[config.mk]
export PLATFORM = sky130hd
export DESIGN_NAME = vl_equiv_mismatch_logger_flat
export DESIGN_NICKNAME = d
export VERILOG_FILES = /design/src/rtl/vl_equiv_mismatch_logger_pkg.sv /design/src/rtl/vl_equiv_mismatch_logger_if.sv /design/src/rtl/vl_equiv_mismatch_logger_fifo.sv /design/src/rtl/vl_equiv_mismatch_logger.sv /design/src/flat_wrapper.sv
export SDC_FILE = /design/constraint.sdc
export NUM_CORES = 1
export LEC_CHECK = 0
export ABC_AREA = 1
export BUFFER_PORTS_ARGS = -buffer_cell sky130_fd_sc_hd__buf_2
export CORE_ASPECT_RATIO = 0.8
export CORE_MARGIN = 5
export CORE_UTILIZATION = 40
export DETAILED_ROUTE_END_ITERATION = 7
export HOLD_SLACK_MARGIN = 0.02
export SYNTH_ARGS = -nofsm -noshare
export SYNTH_HDL_FRONTEND = slang
export SYNTH_SLANG_ARGS = --single-unit
[constraint.sdc]
create_clock -name clk -period 3.5 [get_ports clk]
set_input_delay 0.35 -clock clk [delete_from_list [all_inputs] [get_ports clk]]
set_output_delay 0.35 -clock clk [all_outputs]
set_load 0.02 [all_outputs]
[src/rtl/vl_equiv_mismatch_logger_pkg.sv]
// Shared definitions for the equivalence mismatch logger: 4-state codes,
// default record layout and the encoded-vector compare.
package vl_equiv_pkg;

  localparam logic [1:0] V0 = 2'b00;
  localparam logic [1:0] V1 = 2'b01;
  localparam logic [1:0] VX = 2'b10;
  localparam logic [1:0] VZ = 2'b11;

  localparam int CODE_MAX_W = 64;
  localparam int DEF_IN_W   = 8;
  localparam int DEF_OUT_W  = 8;
  localparam int DEF_CNT_W  = 16;

  typedef struct packed {
    logic [2*DEF_IN_W-1:0]  stim;
    logic [2*DEF_OUT_W-1:0] spec;
    logic [2*DEF_OUT_W-1:0] impl;
    logic [DEF_CNT_W-1:0]   idx;
  } rec_t;

  // Case-inequality on encoded vectors: any differing code bit is a mismatch,
  // so X/X and Z/Z compare equal while X/Z does not.
  function automatic logic case_neq(input logic [CODE_MAX_W-1:0] a,
                                    input logic [CODE_MAX_W-1:0] b);
    return |(a ^ b);
  endfunction

endpackage

[src/rtl/vl_equiv_mismatch_logger_if.sv]
// Sample-in / mismatch-out handshake bundle plus the running counters.
interface vl_equiv_mismatch_logger_if #(
  parameter int IN_W  = 8,
  parameter int OUT_W = 8,
  parameter int CNT_W = 16
);
  logic                 chk_valid;
  logic                 chk_ready;
  logic [2*IN_W-1:0]    chk_stim;
  logic [2*OUT_W-1:0]   chk_spec;
  logic [2*OUT_W-1:0]   chk_impl;
  logic                 log_valid;
  logic                 log_ready;
  logic [2*IN_W-1:0]    log_stim;
  logic [2*OUT_W-1:0]   log_spec;
  logic [2*OUT_W-1:0]   log_impl;
  logic [CNT_W-1:0]     log_idx;
  logic [CNT_W-1:0]     n_checked;
  logic [CNT_W-1:0]     n_failed;
  logic [CNT_W-1:0]     n_dropped;

  modport master (
    output chk_valid, chk_stim, chk_spec, chk_impl, log_ready,
    input  chk_ready, log_valid, log_stim, log_spec, log_impl, log_idx,
           n_checked, n_failed, n_dropped
  );

  modport slave (
    input  chk_valid, chk_stim, chk_spec, chk_impl, log_ready,
    output chk_ready, log_valid, log_stim, log_spec, log_impl, log_idx,
           n_checked, n_failed, n_dropped
  );
endinterface

[src/rtl/vl_equiv_mismatch_logger_fifo.sv]
// First-word-fall-through FIFO; accepts a write while full when the head is
// popped in the same cycle.
module vl_sync_fifo #(
  parameter int WIDTH = 8,
  parameter int DEPTH = 8
) (
  input  logic             clk,
  input  logic             rst_n,
  input  logic             clear,
  input  logic             wr_valid,
  output logic             wr_ready,
  input  logic [WIDTH-1:0] wr_data,
  output logic             rd_valid,
  input  logic             rd_ready,
  output logic [WIDTH-1:0] rd_data,
  output logic             full
);
  localparam int AW = $clog2(DEPTH);
  localparam logic [AW:0] FULL_CNT = (AW+1)'(DEPTH);

  logic [WIDTH-1:0] mem [DEPTH];
  logic [AW-1:0]    wr_ptr;
  logic [AW-1:0]    rd_ptr;
  logic [AW:0]      count;
  logic             push;
  logic             pop;

  assign full     = (count == FULL_CNT);
  assign rd_valid = (count != '0);
  assign rd_data  = mem[rd_ptr];
  assign pop      = rd_valid & rd_ready & ~clear;
  assign wr_ready = ~full | pop;
  assign push     = wr_valid & wr_ready & ~clear;

  always_ff @(posedge clk or negedge rst_n) begin
    if (!rst_n) begin
      wr_ptr <= '0;
      rd_ptr <= '0;
      count  <= '0;
      for (int i = 0; i < DEPTH; i++) mem[i] <= '0;
    end else if (clear) begin
      wr_ptr <= '0;
      rd_ptr <= '0;
      count  <= '0;
    end else begin
      if (push) begin
        mem[wr_ptr] <= wr_data;
        wr_ptr      <= wr_ptr + AW'(1);
      end
      if (pop) rd_ptr <= rd_ptr + AW'(1);
      count <= count + (AW+1)'(push) - (AW+1)'(pop);
    end
  end
endmodule

[src/rtl/vl_equiv_mismatch_logger.sv]
// Compares encoded spec/impl samples, logs mismatches into a FIFO and keeps
// saturating checked/failed/dropped counts.
module vl_equiv_mismatch_logger
  import vl_equiv_pkg::*;
#(
  parameter int IN_W  = 8,
  parameter int OUT_W = 8,
  parameter int DEPTH = 8,
  parameter int CNT_W = 16,
  parameter int STALL = 0
) (
  input  logic                        clk,
  input  logic                        rst_n,
  input  logic                        clear,
  vl_equiv_mismatch_logger_if.slave   bus
);
  localparam int SW = 2*IN_W;
  localparam int OW = 2*OUT_W;
  localparam int RW = SW + 2*OW + CNT_W;

  typedef struct packed {
    logic [SW-1:0]    stim;
    logic [OW-1:0]    spec;
    logic [OW-1:0]    impl;
    logic [CNT_W-1:0] idx;
  } log_rec_t;

  function automatic logic [CNT_W-1:0] sat_inc(input logic [CNT_W-1:0] v);
    return (&v) ? v : v + CNT_W'(1);
  endfunction

  logic [CNT_W-1:0] checked_q, failed_q, dropped_q;
  logic             full, fifo_wr_ready, acc, mism, push, drop;
  log_rec_t         wr_rec, rd_rec;

  assign bus.chk_ready = (STALL != 0) ? ~full : 1'b1;
  assign acc  = bus.chk_valid & bus.chk_ready & ~clear;
  assign mism = case_neq(CODE_MAX_W'(bus.chk_spec), CODE_MAX_W'(bus.chk_impl));
  assign push = acc & mism;
  // Only reachable without back-pressure: full and no pop this cycle.
  assign drop = push & ~fifo_wr_ready;

  assign wr_rec = '{stim: bus.chk_stim, spec: bus.chk_spec,
                    impl: bus.chk_impl, idx: checked_q};

  always_ff @(posedge clk or negedge rst_n) begin
    if (!rst_n) begin
      checked_q <= '0;
      failed_q  <= '0;
      dropped_q <= '0;
    end else if (clear) begin
      checked_q <= '0;
      failed_q  <= '0;
      dropped_q <= '0;
    end else if (acc) begin
      checked_q <= sat_inc(checked_q);
      if (mism) failed_q  <= sat_inc(failed_q);
      if (drop) dropped_q <= sat_inc(dropped_q);
    end
  end

  vl_sync_fifo #(.WIDTH(RW), .DEPTH(DEPTH)) u_fifo (
    .clk      (clk),
    .rst_n    (rst_n),
    .clear    (clear),
    .wr_valid (push),
    .wr_ready (fifo_wr_ready),
    .wr_data  (wr_rec),
    .rd_valid (bus.log_valid),
    .rd_ready (bus.log_ready),
    .rd_data  (rd_rec),
    .full     (full)
  );

  assign bus.log_stim  = rd_rec.stim;
  assign bus.log_spec  = rd_rec.spec;
  assign bus.log_impl  = rd_rec.impl;
  assign bus.log_idx   = rd_rec.idx;
  assign bus.n_checked = checked_q;
  assign bus.n_failed  = failed_q;
  assign bus.n_dropped = dropped_q;
endmodule
[src/flat_wrapper.sv]
// flat-port wrapper written by rule: the top's interface ports become plain ports
module vl_equiv_mismatch_logger_flat import vl_equiv_pkg::*;
#(
  parameter int IN_W  = 8,
  parameter int OUT_W = 8,
  parameter int DEPTH = 8,
  parameter int CNT_W = 16,
  parameter int STALL = 0
)
  (clk, rst_n, clear, bus_chk_valid, bus_chk_stim, bus_chk_spec, bus_chk_impl, bus_log_ready, bus_chk_ready, bus_log_valid, bus_log_stim, bus_log_spec, bus_log_impl, bus_log_idx, bus_n_checked, bus_n_failed, bus_n_dropped);
  vl_equiv_mismatch_logger_if #(.IN_W(IN_W), .OUT_W(OUT_W), .CNT_W(CNT_W)) bus_i ();
  input  logic clk;
  input  logic rst_n;
  input  logic clear;
  input wire logic [$bits(bus_i.chk_valid)-1:0] bus_chk_valid;
  input wire logic [$bits(bus_i.chk_stim)-1:0] bus_chk_stim;
  input wire logic [$bits(bus_i.chk_spec)-1:0] bus_chk_spec;
  input wire logic [$bits(bus_i.chk_impl)-1:0] bus_chk_impl;
  input wire logic [$bits(bus_i.log_ready)-1:0] bus_log_ready;
  output wire logic [$bits(bus_i.chk_ready)-1:0] bus_chk_ready;
  output wire logic [$bits(bus_i.log_valid)-1:0] bus_log_valid;
  output wire logic [$bits(bus_i.log_stim)-1:0] bus_log_stim;
  output wire logic [$bits(bus_i.log_spec)-1:0] bus_log_spec;
  output wire logic [$bits(bus_i.log_impl)-1:0] bus_log_impl;
  output wire logic [$bits(bus_i.log_idx)-1:0] bus_log_idx;
  output wire logic [$bits(bus_i.n_checked)-1:0] bus_n_checked;
  output wire logic [$bits(bus_i.n_failed)-1:0] bus_n_failed;
  output wire logic [$bits(bus_i.n_dropped)-1:0] bus_n_dropped;
  assign bus_i.chk_valid = bus_chk_valid;
  assign bus_i.chk_stim = bus_chk_stim;
  assign bus_i.chk_spec = bus_chk_spec;
  assign bus_i.chk_impl = bus_chk_impl;
  assign bus_i.log_ready = bus_log_ready;
  assign bus_chk_ready = bus_i.chk_ready;
  assign bus_log_valid = bus_i.log_valid;
  assign bus_log_stim = bus_i.log_stim;
  assign bus_log_spec = bus_i.log_spec;
  assign bus_log_impl = bus_i.log_impl;
  assign bus_log_idx = bus_i.log_idx;
  assign bus_n_checked = bus_i.n_checked;
  assign bus_n_failed = bus_i.n_failed;
  assign bus_n_dropped = bus_i.n_dropped;
  vl_equiv_mismatch_logger #(.IN_W(IN_W), .OUT_W(OUT_W), .DEPTH(DEPTH), .CNT_W(CNT_W), .STALL(STALL)) u_core (.clk(clk), .rst_n(rst_n), .clear(clear), .bus(bus_i));
endmodule
# Word-level counts from Yosys, hierarchy flattened

Cells that the tools add are included.

Register bits: 570
Word-level logic and storage cells: 79
Bits of input ports: 53
Output and inout bits: 114

Add/sub/neg operators: 7
Reduce and logical (&&, ||, !) cells: 15
Magnitude comparators: 3
Equal/unequal tests: 4
Bitwise logic cells: 14
Multiplexer cells: 22

Operator list:

| operator                | count |
|---|---|
| $bwmux W512             | 1 |
| $bmux W64 S3            | 1 |
| $demux W64 S3           | 1 |
| $mux W64                | 3 |
| $mux W16                | 11 |
| $reduce_or A64 Y1       | 1 |
| $add A16 B1 Y16 const B | 3 |
| $reduce_and A16 Y1      | 3 |
| $xor A16 B16 Y16        | 1 |
| $mux W3                 | 4 |
| $reduce_bool A2 Y1      | 5 |
| $ge A4 B4 Y1 const B    | 2 |
| $not A3 Y4              | 2 |
| $and A1 B1 Y1           | 7 |
| $add A3 B1 Y3 const B   | 2 |
| $ne A2 B2 Y1 const B    | 3 |
| $reduce_and A3 Y1       | 2 |
| $add A4 B1 Y4           | 1 |
| $eq A4 B4 Y1 const B    | 1 |
| $lt A4 B1 Y1 const B    | 1 |
| $mux W4                 | 1 |
| $reduce_and A2 Y1       | 2 |
| $reduce_bool A4 Y1      | 1 |
| $sub A4 B1 Y4           | 1 |
| other kinds (3)         | 5 |

# Depth between registers and ports, before layout

Gate-level depths: netlist of the first run.

Word-level depth: 9
Depth in mapped cells: 17

# Cells and area by module

A second synthesis of the first run with hierarchy kept.

Cells, all modules: 3,747
Area total of the unflattened synthesis: 29,818.6 µm²

Modules (own cells, without submodules):

| module                   | sequential area each (µm²) | instances | area each (µm²) | cells each |
|---|---|---|---|---|
| vl_sync_fifo             | 13,062.5                   | 1         | 26,203.9        | 3,205 |
| vl_equiv_mismatch_logger | 1,201.2                    | 1         | 3,614.7         | 542 |

# Worst setup path after synthesis of the first run

No wires, ideal clock.

Kind: register to register
From: register u_core.u_fifo.count[2]
To: register u_core.u_fifo.count[2]
Library setup time: 0.123 ns
Path slack: 0.963 ns
Stages on the path, launching flop included: 14
Period minus slack after synthesis: 2.537 ns
Arrival time: 2.413 ns
Cell sequence: dfrtp_1 > inv_1 > ha_1 > a21boi_1 > nand2_1 > nand3_1 > nand3_2 > buf_6 > ha_1 > inv_1 > ha_1 > fa_1 > o21ai_0 > a21oi_1

Cells in the longest elaborated chain, start to end: 9

Ends and longest elaborated chain:

| what                        | line                                | source |
|---|---|---|
| start, declared             | vl_equiv_mismatch_logger_fifo.sv:24 | `logic [AW:0] count;` |
| start signal, assigned      | vl_equiv_mismatch_logger_fifo.sv:51 | `count <= count + (AW+1)'(push) - (AW+1)'(pop);` |
| $reduce_bool A4 Y1          | vl_equiv_mismatch_logger_fifo.sv:29 | `assign rd_valid = (count != '0);` |
| $and A1 B1 Y1 (2 in series) | vl_equiv_mismatch_logger_fifo.sv:31 | `assign pop = rd_valid & rd_ready & ~clear;` |
| $or A1 B1 Y1                | vl_equiv_mismatch_logger_fifo.sv:32 | `assign wr_ready = ~full \| pop;` |
| $and A1 B1 Y1 (2 in series) | vl_equiv_mismatch_logger_fifo.sv:33 | `assign push = wr_valid & wr_ready & ~clear;` |
| $add A4 B1 Y4               | vl_equiv_mismatch_logger_fifo.sv:51 |  |
| $sub A4 B1 Y4 *             | vl_equiv_mismatch_logger_fifo.sv:51 |  |
| $mux W4 *                   | vl_equiv_mismatch_logger_fifo.sv:41 | `end else if (clear) begin` |

Mark *: on every way between the ends. The rest lies on a longest branch, timed or not.
A chain may end at the register's enable or synchronous reset.

# Final worst setup path of the first run

From: register u_core.u_fifo.rd_ptr[0]
To: output bus_log_idx[13]

Cells in the longest elaborated chain, start to end: 4

Ends and longest elaborated chain:

| what                                         | line                                | source |
|---|---|---|
| start, declared                              | vl_equiv_mismatch_logger_fifo.sv:23 | `logic [AW-1:0] rd_ptr;` |
| start signal, assigned                       | vl_equiv_mismatch_logger_fifo.sv:50 | `if (pop) rd_ptr <= rd_ptr + AW'(1);` |
| $not A3 Y4 (not written as such)             | vl_equiv_mismatch_logger_fifo.sv:30 | `assign rd_data = mem[rd_ptr];` |
| $bmux W64 S3                                 | vl_equiv_mismatch_logger_fifo.sv:30 |  |
| $mux W64 (not written as such) (2 in series) | vl_equiv_mismatch_logger_fifo.sv:30 |  |
| end, declared                                | flat_wrapper.sv:25                  | `output wire logic [$bits(bus_i.log_idx)-1:0] bus_log_idx;` |

Every way passes these cells. The select of a mux whose other input is x is not followed.

==> results of run 1 <==
[registers in the layout, indices dropped and copies added, names as in the netlist]
register and cells:
u_core.u_fifo.mem 512, u_core.bus.n_checked 16, u_core.bus.n_dropped 16, u_core.u_fifo.count 4
u_core.u_fifo.wr_ptr 3, u_core.u_fifo.rd_ptr 3, u_core.bus.n_failed 16
[per-layer routing]
| layer | part of all wire (%) | GRT usage [%] | up-vias | wire length (um) |
|---|---|---|---|---|
| met5 | 0.046 | 0 | - | 42 |
| li1 | - | - | 11889 | - |
| met1 | 48 | 35.2 | 12067 | 43200 |
| met3 | 6.1 | 3.52 | 102 | 5550 |
| met2 | 44 | 37.2 | 770 | 40100 |
| met4 | 1.6 | 4.69 | 6 | 1460 |
[power by group]
part	switching, W	leakage, nW	total [W]	internal (W)
clock	0.00281	1.06	0.00700	0.00419
sequential	0.000892	7.58	0.00900	0.00811
combinational	0.00501	8.50	0.00759	0.00258
total	0.00871	17.1	0.0236	0.0149
[per-stage QoR]
stage               hold WS (ns)  worst slack [ns]  util (%)  cells
floorplan                 0.0544             0.963         -   3763
global placement           0.386             0.594      42.9   4661
detailed placement         0.390             0.594      42.9   4661
CTS                       0.0218             0.125      46.3   4793
global route              0.0459            0.0202      46.4   4794
finish                    0.0551             0.170      46.4   4794
[cell usage in the layout, fill, tap and decap left out, types with 5 or more instances in the layout]
cell           count
ha_1              11
buf_12            28
nor2_1           537
nand4_1           11
clkbuf_1           8
nand3_1           78
a21oi_1            5
inv_1             87
o21ai_0          275
o22ai_1           64
bufinv_16         11
clkinv_2          16
xor2_1            28
nor3_1            12
nor2_8             5
nand4_4            8
clkbuf_16         61
buf_2            164
dfrtp_1          568
clkbuf_8           9
dlygate4sd3_1     20
nand2_1         1698
buf_4             58
a31oi_1           65
[worst max-delay path by stage]
stage / from / end / slack, ns / depth (start not counted)
global placement: bus_chk_spec[1] / u_core.u_fifo.mem[144]$_DFFE_PN0P_ / 0.59 / 13
CTS: u_core.u_fifo.rd_ptr[0]$_DFFE_PN0P_ / bus_log_idx[14] / 0.12 / 8
detailed placement: bus_chk_spec[1] / u_core.u_fifo.mem[321]$_DFFE_PN0P_ / 0.59 / 13
finish: u_core.u_fifo.rd_ptr[0]$_DFFE_PN0P_ / bus_log_idx[13] / 0.17 / 8
global route: u_core.u_fifo.rd_ptr[0]$_DFFE_PN0P_ / bus_log_idx[13] / 0.02 / 8
floorplan: u_core.u_fifo.count[2]$_DFF_PN0_ / u_core.u_fifo.count[2]$_DFF_PN0_ / 0.96 / 13
[critical path, delay by kind of cell, from the launching register on]
kind,cells,cell delay [ns]
buffers and inverters,4,1.03
flip-flops,1,0.71
AO/OA/AOI/OAI,2,0.41
AND/OR/NAND/NOR,2,0.13
[area by class of cell]
type / count / area, sq um
timing repair buffer: 271 / 2030
inverter: 92 / 358
tap: 924 / 1160
antenna: 1 / 2.50
multi-input combinational: 2824 / 12000
sequential: 570 / 14300
clock buffer: 78 / 1680
fill: 6874 / 37000
clock inverter: 34 / 467
[cells by family (layout without fill, tap and decap cells)]
logic type      Yosys count  count (layout)
simple gates           2364            2364
compound gates          417             417
fa+ha+maj                12              12
buf+inv                 369             475
flops                   570             570
xor+xnor                 30              30
other cells               1               2
==> summary.md, run 1 <==
| Metric | Value |
|---|---|
| Synthesized area | `0.0279 sq mm` |
| Combinational family with the most area after synthesis | `simple AND/OR/NAND/NOR gates` |
| Rows | `86` |
| First-pass GRT wire length | `143 mm` |
| WL final | `90.3 mm` |
| Slew @ Worst Pin | `1.12 ns` |
| Clock skew | `0.0194 ns` |
| Final Hold Vio Count | `0` |
| Crit. End Element | `primary output` |
| Die Span Y | `246 um` |
| Maxcap violations | `0` |
| Worst Setup Path Type | `flip-flop to primary output` |
| Final slew viol count | `0` |
| GRT Overall Usage | `23.7%` |
| Post-CTS setup buffer count | `0` |
| Setup TNS | `0 ns` |
| Number of routed nets with antenna violations | `0` |
| Top-count cell post-synth | `nand2_1` |
| DRT iter0 DRCs | `2396` |
| Multiplexer share of the synthesized area | `0%` |
| Vias in the first global route | `23.9k` |
| Number of clock sinks | `570` |
| Startpoint Class | `flip-flop` |
| CTS H-tree depth | `2` |
| Crit path max-delay cell type | `dfrtp_4` |
| First drt pass iteration count | `6` |
| RSZ-0062 raised after global routing | `false` |
| TritonCTS Buffers | `60` |
| Initial Utilization | `40.4%` |
| Reg2Reg Depth | `11` |
| Initial antenna violation count | `5` |
| Synth Area in Simple Gates | `33.1%` |
| Final setup violation count | `0` |
| Syn Area/Cell | `7.41 sq um` |
| Pleak | `17.1 nW` |
| Final nets | `3884` |
| PD cells | `738 mW/mm^2` |
| Die area | `0.0751 sq mm` |
| Fmax | `300 MHz` |
| DR vias | `24.8k` |
| Clk root buf | `clkbuf_16` |
| FF-to-FF Start | `u_core.u_fifo.count[2]$_DFF_PN0_` |
| CTS tree | `done` |
| Worst-Skew Late Latency | `0.63 ns` |
| Slowest stage delay, CP | `0.71 ns` |
| Max VDD drop | `375 uV` |
| Hold Path Origin | `bus_chk_impl[5]` |
| XOR/XNOR Fraction of Synth Area | `0.943%` |
| Most instantiated cells after synthesis | `nand2_1 (1698), dfrtp_1 (570), nor2_1 (537), o21ai_0 (275), buf_2 (123)` |
| Top-area cell type share of the netlist area | `51.2%` |
| Layout area overhead | `14.7%` |
| Adder-Cell Fraction of Synth Area | `0.566%` |
| Largest net degree at the start of global routing | `112` |
| Final period util | `95.1%` |
| Die W | `305 um` |
| GR Overflow Total | `0` |
| Input/output buffers | `165` |
| Worst Hold Path Cells | `3` |
| Via density | `5.18` |
| Clock slew at reported path FFs | `0.06 ns` |
| Compound-Gate Fraction of Synth Area | `8.14%` |
| Area after DPL | `0.0296 sq mm` |
| Post-layout instance area | `0.0320 sq mm` |
| Synth Warn # | `0` |
| Hold Path Class | `input port to flip-flop` |
| Top cell type by total area after synthesis | `dfrtp_1` |
| Synth area leaders | `dfrtp_1 (51%), nand2_1 (23%), nor2_1 (7.2%)` |
| Pwr Total | `0.0236 W` |
| Worst EP arrival | `2.98 ns` |
| Largest fanout on the critical path | `72` |
| CORE AREA | `0.0690 sq mm` |
| Post-synth top flop | `dfrtp_1` |
| I/O pin cnt | `167` |
| R2r endpoint | `u_core.u_fifo.mem[100]$_DFFE_PN0P_` |
| Worst slew margin | `25.2%` |
| CP cell instances | `inv_8 > buf_12 > buf_4 > nor2_1 > o22ai_1 > nor2_1 > a31oi_1 > buf_2` |
| Post-synthesis cell count | `3763` |
| CTS resizes | `0` |
| Syn_nets | `3828` |
| Max Buffers Root-to-Sink | `3` |
| DRC errors left | `0` |
| Placer Congestion | `0.778` |
| FFs w/ async S/R, synth | `100%` |
| Status | `completed` |
| Post-synth EDFFs | `0` |
| Wirelength per Cell | `18.8 um` |
| Crit-path most repeated cell | `nor2_1` |
| CP Data Required Time | `3.15 ns` |
| Final Critical Period | `3.33 ns` |
| Post-synthesis sequential area ratio | `51.2%` |
| Post-synthesis cell type count | `37` |
| DP Wirelength | `53.0 mm` |
| Worst hold path endpoint | `u_core.u_fifo.mem[469]$_DFFE_PN0P_` |
| FF+latch count, synth | `570` |
| R2R setup slack | `0.65 ns` |
| CTS Hold Buffers Added | `20` |
| Layout cells sized above 1 | `9.98%` |
Note: power is estimated with default switching activity, not from simulation.
==> run 2: changes to the inputs <==
- RECOVER_POWER: default -> 100
==> run 2 against run 1 <==
  * The run now ends with max-capacitance violations, max-slew violations left
  * Critical path depth did not move
  * Critical endpoint is now bus_log_idx[14]
  * Cell count is the same
  * Register-to-register slack lost 0.35 ns
  * Clock-buffer cell count stayed put
  * Wire length about the same
  * Sequential share of layout area grew 0.50 points
==> summary.md, run 2 (synthesis results as in run 1) <==
| Metric | Value |
|---|---|
| Status | `finished with violations` |
| Violated checks | `max-capacitance violations, max-slew violations` |
| Wirelength per Cell | `18.9 um` |
| Layout area overhead | `13.4%` |
| Number of routed nets with antenna violations | `0` |
| Vias in the first global route | `23.9k` |
| Commonest non-fill, non-tap cell in the layout | `nand2_1` |
| FF-to-FF Start | `u_core.u_fifo.count[2]$_DFF_PN0_` |
| Clock slew at reported path FFs | `0.06 ns` |
| Max VDD drop | `373 uV` |
| Worst slew margin | `-27.8%` |
| Initial Utilization | `40.4%` |
| Crit. End Element | `primary output` |
| R2r endpoint | `u_core.u_fifo.mem[100]$_DFFE_PN0P_` |
| Crit path from | `u_core.u_fifo.rd_ptr[0]$_DFFE_PN0P_` |
| Final nets | `3884` |
| DP Wirelength | `53.0 mm` |
| WL final | `90.4 mm` |
| Startpoint Class | `flip-flop` |
| WP buf/inv | `4` |
| PD cells | `743 mW/mm^2` |
| CP Capture Point | `bus_log_idx[14]` |
| Hold Path Class | `input port to flip-flop` |
| Final slew viol count | `71` |
| Reg2Reg Depth | `11` |
| CTS tree | `done` |
| Initial antenna violation count | `5` |
| Most frequent cells in the layout | `nand2_1 (1698), dfrtp_1 (568), nor2_1 (537), o21ai_0 (275), clkbuf_1 (98)` |
| Worst-Skew Late Latency | `0.63 ns` |
| Fmax | `299 MHz` |
| Number of flip-flops in the largest register | `512` |
| CTS Hold Buffers Added | `20` |
| CP Data Required Time | `3.15 ns` |
| Levels on crit path | `8` |
| Number of clock sinks | `570` |
| Worst Setup Path Type | `flip-flop to primary output` |
| Final Hold Vio Count | `0` |
| Clk root buf | `clkbuf_16` |
| Max Buffers Root-to-Sink | `3` |
| Largest fanout on the critical path | `72` |
| Crit-path leading delay family | `buffers and inverters` |
| First-pass GRT wire length | `143 mm` |
| First drt pass iteration count | `5` |
| Slew @ Worst Pin | `1.92 ns` |
| Top reg by flops | `u_core.u_fifo.mem` |
| Slowest stage delay, CP | `0.71 ns` |
| Fin util | `45.8%` |
| Die area | `0.0751 sq mm` |
| Placer Congestion | `0.778` |
| CP cell instances | `inv_8 > buf_12 > buf_4 > o21ai_0 > o22ai_1 > nor2_1 > a31oi_1 > clkbuf_2` |
| TritonCTS Buffers | `60` |
| Final Critical Period | `3.34 ns` |
| Largest net degree at the start of global routing | `112` |
| R2R setup slack | `0.30 ns` |
| Post-CTS setup buffer count | `0` |
| I/O pin cnt | `167` |
| Die W | `305 um` |
| Pleak | `16.7 nW` |
| Layout cells sized above 1 | `7.57%` |
| CORE AREA | `0.0690 sq mm` |
| DRT iter0 DRCs | `2385` |
| Rows | `86` |
| Hold Path Origin | `bus_chk_impl[5]` |
| DR vias | `24.9k` |
| Final setup violation count | `0` |
| Fillers | `6933` |
| Worst EP arrival | `2.99 ns` |
| Via density | `5.19` |
| Input/output buffers | `165` |
| DRC errors left | `0` |
| Area after DPL | `0.0296 sq mm` |
| CTS resizes | `0` |
| Die Span Y | `246 um` |
| GRT Overall Usage | `23.7%` |
| Post-layout instance area | `0.0316 sq mm` |
| Maxcap violations | `1` |
| GR Overflow Total | `0` |
| Clock skew | `0.0182 ns` |
| CTS H-tree depth | `2` |
| Crit path max-delay cell type | `dfrtp_4` |
| Final period util | `95.5%` |
| Setup TNS | `0 ns` |
| RSZ-0062 raised after global routing | `false` |
==> run 2: power by group <==
| part | internal (W) | leakage, nW | switching (W) |
|---|---|---|---|
| combinational | 0.00245 | 8.11 | 0.00501 |
| sequential | 0.00811 | 7.58 | 0.000890 |
| clock | 0.00419 | 1.06 | 0.00282 |
| total | 0.0148 | 16.7 | 0.00872 |
==> run 2: metal layers <==
layer	track usage, %	part of all wire (%)	vias up
met1	35.2	47	12046
met2	37.2	44	823
met5	0	0.046	-
met3	3.52	6.4	110
met4	4.69	1.8	6
li1	-	-	11890
==> run 2: worst min path at each step <==
stage	to	slack, ns	depth (start not counted)
final	u_core.u_fifo.mem[469]$_DFFE_PN0P_	0.06	3
after global placement	u_core.u_fifo.mem[80]$_DFFE_PN0P_	0.39	1
after CTS	u_core.u_fifo.mem[43]$_DFFE_PN0P_	0.02	3
after detailed placement	u_core.u_fifo.mem[80]$_DFFE_PN0P_	0.39	1
after global routing	u_core.u_fifo.mem[37]$_DFFE_PN0P_	0.05	3
after floorplan	u_core.bus.n_checked[0]$_DFFE_PN0P_	0.05	0
==> run 2: tightest hold or removal path, cell delays in order <==
cell	delay [ns]
buf_2	0.17
nand2_1	0.08
nand2_1	0.04
==> run 2: area by class of cell <==
cell class	count	area, sq um	area share (%)
inverter	92	358	1.13
clock inverter	34	467	1.48
tap	924	1160	3.66
clock buffer	78	1680	5.32
antenna	1	2.50	0.00792
multi-input combinational	2824	12000	37.9
timing repair buffer	271	1710	5.40
sequential	570	14300	45.1
==> run 2: per-stage QoR <==
step	setup WS [ns]	power (W)	instances	hold WS, ns
2_1_floorplan	0.963	0.0139	3763	0.0544
3_3_place_gp	0.594	0.0166	4661	0.386
3_5_place_dp	0.594	0.0167	4661	0.390
4_1_cts	0.125	0.0238	4793	0.0218
5_1_grt	0.0136	0.0250	4794	0.0459
6_report	0.156	0.0235	4794	0.0551
==> run 3: changes to the inputs <==
- clock period: 3.5 -> 3.1 ns (I/O delays scaled with it)
==> run 3 against run 2 <==
  * The run still ends with max-capacitance violations, max-slew violations left
  * Global-route usage hardly changed
  * Wire length shrank 0.10%
  * Die area did not move
  * Critical endpoint is now bus_log_impl[11]
==> summary.md, run 3 (synthesis results as in run 1) <==
| Metric | Value |
|---|---|
| Status | `finished with violations` |
| Violated checks | `max-capacitance violations, max-slew violations` |
| GR Overflow Total | `0` |
| Layout area overhead | `15.9%` |
| Wirelength per Cell | `18.7 um` |
| Most frequent cells in the layout | `nand2_1 (1698), dfrtp_1 (568), nor2_1 (537), o21ai_0 (275), buf_2 (143)` |
| Largest net degree at the start of global routing | `89` |
| DRT iter0 DRCs | `2141` |
| Slew @ Worst Pin | `2.15 ns` |
| Worst Setup Path Type | `flip-flop to primary output` |
| Die W | `305 um` |
| Multi-input gate area | `0.0120 sq mm` |
| Number of routed nets with antenna violations | `0` |
| Slowest stage delay, CP | `0.61 ns` |
| WP buf/inv | `2` |
| Initial antenna violation count | `3` |
| Fillers | `6941` |
| Largest fanout on the critical path | `71` |
| RSZ-0062 raised after global routing | `true` |
| CP cell instances | `buf_16 > o21ai_0 > o22ai_1 > nor2_1 > a31oi_1 > buf_2` |
| Fmax | `329 MHz` |
| Worst slew margin | `-43.5%` |
| WL final | `90.3 mm` |
| PD cells | `822 mW/mm^2` |
| Clk root buf | `clkbuf_16` |
| Number of flip-flops in the largest register | `512` |
| CTS H-tree depth | `2` |
| Top reg by flops | `u_core.u_fifo.mem` |
| Die area | `0.0751 sq mm` |
| Worst EP arrival | `2.73 ns` |
| TritonCTS Buffers | `60` |
| Crit path max-delay cell type | `dfrtp_4` |
| Placer Congestion | `0.799` |
| Worst-Skew Late Latency | `0.65 ns` |
| Place WS | `0.187 ns` |
| Vias in the first global route | `23.9k` |
| DP Wirelength | `53.2 mm` |
| Clock slew at reported path FFs | `0.07 ns` |
| Final period util | `98.1%` |
| Final slew viol count | `72` |
| Final nets | `3932` |
| Final Worst Setup Slack | `0.0603 ns` |
| Pleak | `17.3 nW` |
| Max Buffers Root-to-Sink | `3` |
| Layout cells sized above 1 | `10.1%` |
| DR vias | `24.9k` |
| Setup TNS | `0 ns` |
| Final Hold Vio Count | `0` |
| Clock skew | `0.0391 ns` |
| Register area | `0.0143 sq mm` |
| Antenna diodes | `0` |
| Crit-path leading delay family | `compound AO/OA/AOI/OAI gates` |
| Crit. End Element | `primary output` |
| Final Critical Period | `3.04 ns` |
| Via density | `5.16` |
| Startpoint Class | `flip-flop` |
| Hold Path Class | `input port to flip-flop` |
| Maxcap violations | `1` |
| CP Data Required Time | `2.79 ns` |
| DRC errors left | `0` |
| Initial Utilization | `40.4%` |
| First-pass GRT wire length | `143 mm` |
| First drt pass iteration count | `6` |
| Number of clock sinks | `570` |
| GRT Overall Usage | `23.7%` |
| I/O pin cnt | `167` |
| CTS tree | `done` |
| Rows | `86` |
| Max VDD drop | `698 uV` |
| Die Span Y | `246 um` |
| Final setup violation count | `0` |
| Commonest non-fill, non-tap cell in the layout | `nand2_1` |
| Input/output buffers | `165` |
| CORE AREA | `0.0690 sq mm` |
run 3: cell count changes in the layout (fill, tap and decap cells not counted), sizes merged:
cell,before,now
clkinvlp,4,1
clkbuf,211,123
dlygate4sd3,20,26
clkinv,17,8
bufinv,11,7
buf,118,260
diode,1,0
inv,94,93
run 3: metrics by stage:
stage	cells	total power (W)	utilization [%]	instance area [sq um]	hold WS (ns)
floorplan	3763	0.0157	-	27900	0.0144
CTS	4836	0.0267	46.9	32400	0.0225
global placement	4703	0.0188	43.5	30000	0.351
global route	4836	0.0283	46.8	32300	0.0591
finish	4836	0.0266	46.8	32300	0.0517
detailed placement	4703	0.0189	43.5	30000	0.352
run 3: cell type report:
type	count	share of cell area [%]
clock buffer	90	5.59
clock inverter	17	0.930
inverter	92	1.14
multi-input combinational	2824	37.2
sequential	570	44.2
tap	924	3.58
timing repair buffer	319	7.37
run 3: worst register-to-register path, delay by kind of cell (launching register included):
kind                       cells  cell delay (ns)
AOI/OAI and AO/OA              1             0.25
adders and majority gates      1             0.22
buffers and inverters          3             0.62
DFF                            1             0.32
and+or+nand+nor                6             1.43
run 3: report_power, final:
group          leakage [nW]  switching (W)  internal, W
Combinational          8.64        0.00570      0.00300
Clock                  1.03        0.00316      0.00460
Sequential             7.58       0.000950      0.00916
Total                  17.3        0.00981       0.0168
run 3: final timing paths:
kind / slack (ns) / from / end / cells after the start
max: 0.06 / u_core.u_fifo.rd_ptr[1]$_DFFE_PN0P_ / bus_log_impl[11] / 6
min: 0.05 / bus_chk_spec[1] / u_core.u_fifo.mem[161]$_DFFE_PN0P_ / 4
max reg2reg: 0.21 / u_core.u_fifo.count[2]$_DFF_PN0_ / u_core.u_fifo.mem[374]$_DFFE_PN0P_ / 11
min reg2reg: 0.47 / u_core.u_fifo.mem[184]$_DFFE_PN0P_ / u_core.u_fifo.mem[184]$_DFFE_PN0P_ / 2
max in group asynchronous: 0.50 / rst_n / u_core.u_fifo.mem[177]$_DFFE_PN0P_ / 3
min in group asynchronous: 0.82 / rst_n / u_core.u_fifo.mem[405]$_DFFE_PN0P_ / 2
run 3: timing repair:
action                                  in CTS  in global routing
resized for setup                            1                  7
hold buffers                                26                  0
buffers inserted                             0                  0
hold endpoints to repair                   245                  0
endpoints found under the setup margin       4                  8
run 3: routing by layer:
metal	up-vias	global-route usage (%)	part of all wire (%)	wire length, um
met5	-	0	0.030	27
met4	4	4.77	1.9	1750
met3	126	2.90	6.0	5450
met2	796	38.3	46	41200
met1	12055	34.7	46	41900
li1	11959	-	-	-
